===== config.mk =====
export PLATFORM = sky130hd
export DESIGN_NAME = max7219_frame_scheduler
export DESIGN_NICKNAME = d
export VERILOG_FILES = /design/src/rtl/max7219_frame_scheduler.sv
export SDC_FILE = /design/constraint.sdc
export NUM_CORES = 1
export LEC_CHECK = 0
export BUFFER_PORTS_ARGS = -buffer_cell sky130_fd_sc_hd__clkbuf_2
export CAP_MARGIN = 15
export CELL_PAD_IN_SITES_DETAIL_PLACEMENT = 0
export CELL_PAD_IN_SITES_GLOBAL_PLACEMENT = 1
export CORE_ASPECT_RATIO = 1.25
export CORE_MARGIN = 2
export CORE_UTILIZATION = 44
export DETAILED_ROUTE_END_ITERATION = 16
export PLACE_DENSITY = 0.95
export REMOVE_ABC_BUFFERS = 1
export SLEW_MARGIN = 20
export SYNTH_ARGS = -nofsm -noshare
export SYNTH_HDL_FRONTEND = slang
export SYNTH_SLANG_ARGS = --single-unit

===== constraint.sdc =====
create_clock -name clk -period 6.7 [get_ports clk]
set_input_delay 0.67 -clock clk [delete_from_list [all_inputs] [get_ports clk]]
set_output_delay 0.67 -clock clk [all_outputs]
set_load 0.01 [all_outputs]

===== src/rtl/max7219_frame_scheduler.sv =====
// Register-write sequencer for two cascaded MAX7219 matrices: power-up init,
// per-frame row refresh from a pixel snapshot, and intensity updates between frames.
`default_nettype none

module max7219_frame_scheduler #(
  parameter logic [3:0] INIT_INTENSITY = 4'h8,
  parameter int         FRAME_PERIOD   = 2_500_000
) (
  input  logic         clk,
  input  logic         rst_n,
  input  logic [127:0] pixels,
  input  logic         intensity_req,
  input  logic [3:0]   intensity,
  output logic [31:0]  word,
  output logic         word_valid,
  input  logic         word_ready,
  output logic         busy,
  output logic         frame_done
);

  localparam int             CW   = $clog2(FRAME_PERIOD);
  localparam logic [CW-1:0]  LAST = CW'(FRAME_PERIOD - 1);

  typedef enum logic [1:0] {
    INIT  = 2'd0,
    ROWS  = 2'd1,
    WAIT  = 2'd2,
    INTEN = 2'd3
  } state_t;

  state_t         state, state_nx;
  logic [2:0]     idx, idx_nx;
  logic [127:0]   snap, snap_nx;
  logic [CW-1:0]  cnt;
  logic           tick_pend, tick_clr;
  logic           inten_pend, inten_clr;
  logic [3:0]     inten_val;
  logic           accept, load, done_nx;
  logic [31:0]    word_nx;
  logic [2:0]     sel;
  logic [7:0]     row_addr;

  function automatic logic [15:0] init_pair(input logic [2:0] i);
    case (i)
      3'd0:    init_pair = 16'h0C01;
      3'd1:    init_pair = 16'h0900;
      3'd2:    init_pair = 16'h0B07;
      3'd3:    init_pair = {8'h0A, 4'h0, INIT_INTENSITY};
      default: init_pair = 16'h0F00;
    endcase
  endfunction

  assign accept = word_valid & word_ready;
  // A new word is loaded whenever the output slot is empty or being drained.
  assign load   = ~word_valid | accept;
  assign busy   = (state != WAIT);

  always_comb begin
    state_nx  = state;
    idx_nx    = idx;
    snap_nx   = snap;
    tick_clr  = 1'b0;
    inten_clr = 1'b0;
    done_nx   = 1'b0;
    case (state)
      INIT: begin
        if (accept) begin
          if (idx == 3'd4) begin
            state_nx = ROWS;
            idx_nx   = 3'd0;
            snap_nx  = pixels;
          end else begin
            idx_nx = idx + 3'd1;
          end
        end
      end
      ROWS: begin
        if (accept) begin
          if (idx == 3'd7) begin
            state_nx = WAIT;
            idx_nx   = 3'd0;
            done_nx  = 1'b1;
          end else begin
            idx_nx = idx + 3'd1;
          end
        end
      end
      INTEN: begin
        if (accept) begin
          state_nx  = WAIT;
          inten_clr = 1'b1;
        end
      end
      WAIT: begin
        if (inten_pend) begin
          state_nx = INTEN;
        end else if (tick_pend) begin
          state_nx = ROWS;
          idx_nx   = 3'd0;
          snap_nx  = pixels;
          tick_clr = 1'b1;
        end
      end
      default: state_nx = INIT;
    endcase
  end

  // Word for the state/index about to be presented; row 0 reads the top byte.
  always_comb begin
    word_nx  = word;
    sel      = 3'd7 - idx_nx;
    row_addr = {5'd0, idx_nx} + 8'd1;
    case (state_nx)
      INIT:  word_nx = {init_pair(idx_nx), init_pair(idx_nx)};
      ROWS:  word_nx = {row_addr, snap_nx[{1'b1, sel, 3'b000} +: 8],
                        row_addr, snap_nx[{1'b0, sel, 3'b000} +: 8]};
      INTEN: word_nx = {8'h0A, 4'h0, inten_val, 8'h0A, 4'h0, inten_val};
      default: word_nx = word;
    endcase
  end

  always_ff @(posedge clk) begin
    if (!rst_n) begin
      state      <= INIT;
      idx        <= 3'd0;
      snap       <= '0;
      word       <= '0;
      word_valid <= 1'b0;
      frame_done <= 1'b0;
    end else begin
      state      <= state_nx;
      idx        <= idx_nx;
      snap       <= snap_nx;
      frame_done <= done_nx;
      if (load) begin
        word       <= word_nx;
        word_valid <= (state_nx != WAIT);
      end
    end
  end

  // A wrap coinciding with a clear re-arms the tick; a request beats a clear.
  always_ff @(posedge clk) begin
    if (!rst_n) begin
      cnt        <= '0;
      tick_pend  <= 1'b0;
      inten_pend <= 1'b0;
      inten_val  <= 4'h0;
    end else begin
      if (cnt == LAST) begin
        cnt       <= '0;
        tick_pend <= 1'b1;
      end else begin
        cnt <= cnt + CW'(1);
        if (tick_clr) tick_pend <= 1'b0;
      end
      if (intensity_req) begin
        inten_pend <= 1'b1;
        inten_val  <= intensity;
      end else if (inten_clr) begin
        inten_pend <= 1'b0;
      end
    end
  end

endmodule

`default_nettype wire


==> results.sh <==
export IMPL_outcome="complete, no violations"
export IMPL_path_clk_slew_ns=0.07
export IMPL_synth_seq_area_share_pct=45.2
export IMPL_cp_arrival_ns=3.99
export IMPL_grt_use_met2_pct=32.5
export IMPL_ir_drop_uv=185
export IMPL_synthMostInstantiatedCell="dfxtp_1"
export IMPL_seqCellArea_um2=3660
export IMPL_io_pins=171
export IMPL_grt_most_used_layer="met2"
export IMPL_place_hpwl_um=13200
export IMPL_synth_area_leaders="dfxtp_1 45%, mux2i_1 18%, nor2_1 7.5%"
export IMPL_clockBufferDepth=2
export IMPL_syn_area_per_cell_um2=8.92
export IMPL_hp_class="register to register"
export IMPL_p_leak_nw=3.91
export IMPL_fp_row_count=55
export IMPL_fp_coreArea_um2=18100
export IMPL_setup_violations=0
export IMPL_antenna_found_initial=0
export IMPL_vias=6537
export IMPL_dpl_cell_area_um2=8880
export IMPL_power_switching_mw=0.561
export IMPL_slew_viol_final=0
export IMPL_grt_max_degree=95
export IMPL_cp_start_kind="register"
export IMPL_async_reset_ff_share_pct=0
export IMPL_p_int_mw=1.70
export IMPL_via_per_inst=5.13
export IMPL_cts_buffers=17
export IMPL_htree_levels=4
export IMPL_drtPass1Iterations=4
export IMPL_io_buffers=162
export IMPL_end_kind="register"
export IMPL_syn2layout_area_growth_pct=16.7
export IMPL_cap_violations=0
export IMPL_drtIter0Drc=373
export IMPL_diodes=0
export IMPL_hold_viol=0
export IMPL_use_met3_pct=4.42
export IMPL_wl_per_cell_um=15.3
export IMPL_yosysTopAreaCell="dfxtp_1"
export IMPL_dpl_worst_slack_ns=2.89
export IMPL_die_height_um=156
export IMPL_ys_ff_latch=183
export IMPL_synth_top_area_share_pct=45.2
export IMPL_grt_pass1_wl_um=30900
export IMPL_finalSetupTns_ns=0
export IMPL_multi_input_area_um2=4030
export IMPL_fin_crit_sh_pct=53.9
export IMPL_p_sw_share_pct=24.8
export IMPL_power_frac_clock_pct=43.1
export IMPL_fin_crit_ns=3.61
export IMPL_synthFlopType="dfxtp_1"
export IMPL_crit_fanout=69
export IMPL_skew_ns=0.00985
export IMPL_fillers=1719
export IMPL_dieArea_um2=19500
export IMPL_syn_instance_count=908
export IMPL_worstSetupPathType="register to register"
export IMPL_nets=1178
export IMPL_post_route_drc_count=0
export IMPL_tightestPinTransition_ns=1.08
export IMPL_worst_ep_required_time_ns=7.08
export IMPL_fin_ws_ns=3.09
export IMPL_final_cell_area_um2=9450
export IMPL_clk_latency_ns=0.44
export IMPL_start_util_pct=44.7
export IMPL_cts_tree="done"
export IMPL_holdBufCountCts=0
export IMPL_seq_power_share_pct=48.9
export IMPL_grt_usage_pct=19.7
export IMPL_overflow=0
export IMPL_slew_headroom_pct=28.2
export IMPL_ant_nets=0
export IMPL_synth_area_um2=8100
export IMPL_clockRootBuffer="clkbuf_16"
export IMPL_die_w_um=125
export IMPL_use_met1_pct=25.5
export IMPL_synth_edf_count=0
export IMPL_comb_power_share_pct=8.0
export IMPL_post_route_util_pct=52.2
export IMPL_fmax_mhz=277
export IMPL_wl_um=19500
export IMPL_post_cts_resized=0
export IMPL_p_per_area_nw_per_um2=240
export IMPL_rsz0062_at_grt="no"
export IMPL_gp_congestion=0.872
export IMPL_netlist_top_cells_count="183 x dfxtp_1, 162 x nor2_1, 147 x mux2i_1, 107 x nand2_1, 78 x a21oi_1"
export IMPL_grt_pass1_vias=6168
export IMPL_yosys_warnings=0
export IMPL_yosysUniqueCellTypes=47
export IMPL_drive_above_1_share_pct=19.8
export IMPL_clock_sinks=183
export IMPL_cts_setup_buffers=0
cell type report:
cell class                      count  area share, %
Multi-Input combinational cell    654           42.7
Sequential cell                   183           38.8
Timing Repair Buffer              167           9.11
Clock buffer                       21           4.77
Tap cell                          228           3.02
Clock inverter                     11           1.23
Inverter                           10          0.450
flip-flops by register name, indices dropped and copies added (netlist names):
signal,flops
word_valid,1
state,2
snap,128
tick_pend,1
frame_done,1
inten_val,4
word,20
cnt,22
idx,3
inten_pend,1
per-stage QoR:
stage	cells	hold WS, ns	power (mW)
CTS	1274	0.439	2.28
floorplan	847	0.430	1.23
detailed placement	1242	0.443	1.31
global route	1274	0.455	2.35
global placement	1242	0.433	1.31
finish	1274	0.453	2.27
worst max-delay path, stage by stage, from the launching register on:
cell and delay, ns:
dfxtp_1 0.40, inv_1 0.09, ha_1 0.20, nand3b_1 0.23, and3_1 0.20, a31o_2 0.81, inv_4 0.54, mux2i_1 0.30
o21ai_1 0.07, nor4_1 0.41, o221a_1 0.25
power groups by stage:
stage                     combinational, mW  clock [mW]  sequential (mW)
final                                 0.182       0.976             1.11
after global placement                0.180           0             1.13
after floorplan                      0.0950           0             1.13
after detailed placement              0.181           0             1.13
after CTS                             0.182       0.994             1.11
after global routing                  0.201        1.04             1.11
cell usage in the layout (no fill, tap or decap), types with 3 or more instances in the layout:
| cell type | netlist | layout |
|---|---|---|
| dfxtp_1 | 183 | 183 |
| nor2_1 | 162 | 162 |
| clkbuf_2 | 0 | 162 |
| mux2i_1 | 147 | 147 |
| nand2_1 | 107 | 107 |
| a21oi_1 | 78 | 78 |
| clkbuf_16 | 0 | 17 |
| nand3_1 | 16 | 16 |
| o22ai_1 | 15 | 15 |
| xor2_1 | 12 | 12 |
| and3_1 | 9 | 9 |
| o21ai_1 | 10 | 9 |
| ha_1 | 9 | 9 |
| nor4_1 | 8 | 8 |
| xnor2_1 | 8 | 8 |
| conb_1 | 1 | 8 |
| o31ai_1 | 7 | 7 |
| o221a_1 | 7 | 7 |
| inv_1 | 6 | 6 |
| nor3_1 | 6 | 6 |
| nand2b_1 | 5 | 5 |
| a21o_1 | 5 | 5 |
| o21ai_0 | 5 | 5 |
| and2_1 | 4 | 4 |
| nand4_1 | 4 | 4 |
| buf_4 | 21 | 4 |
| nor4b_1 | 3 | 3 |
| inv_8 | 0 | 3 |
| clkbuf_1 | 30 | 3 |
layer usage:
metal  up-vias  part of all wire (%)
met5         -                     0
met4         0                   2.0
met3        26                   5.9
met2       198                    48
met1      2986                    44
li1       3327                     -
cell families (layout without fill, tap and decap cells):
kind of cell | after synthesis | in the layout | synth area share [%]
AND/OR/NAND/NOR | 333 | 333 | 17.5
XOR/XNOR | 20 | 20 | 2.16
buffers and inverters | 78 | 209 | 5.42
flip-flops | 183 | 183 | 45.2
multiplexers | 148 | 148 | 18.3
adder cells (fa/ha/maj) | 9 | 9 | 1.39
AO/OA/AOI/OAI | 136 | 136 | 9.90
other | 1 | 8 | 0.0463
path summary, 6_finish.rpt:
path              slack [ns]  startpoint  depth (start not counted)        to
hold / removal          0.45    word[21]                          2  word[21]
setup reg to reg        3.09      idx[1]                         10   word[3]
hold reg to reg         0.45    word[21]                          2  word[21]
setup / recovery        3.09      idx[1]                         10   word[3]
Power figures use the tool's default switching activity.
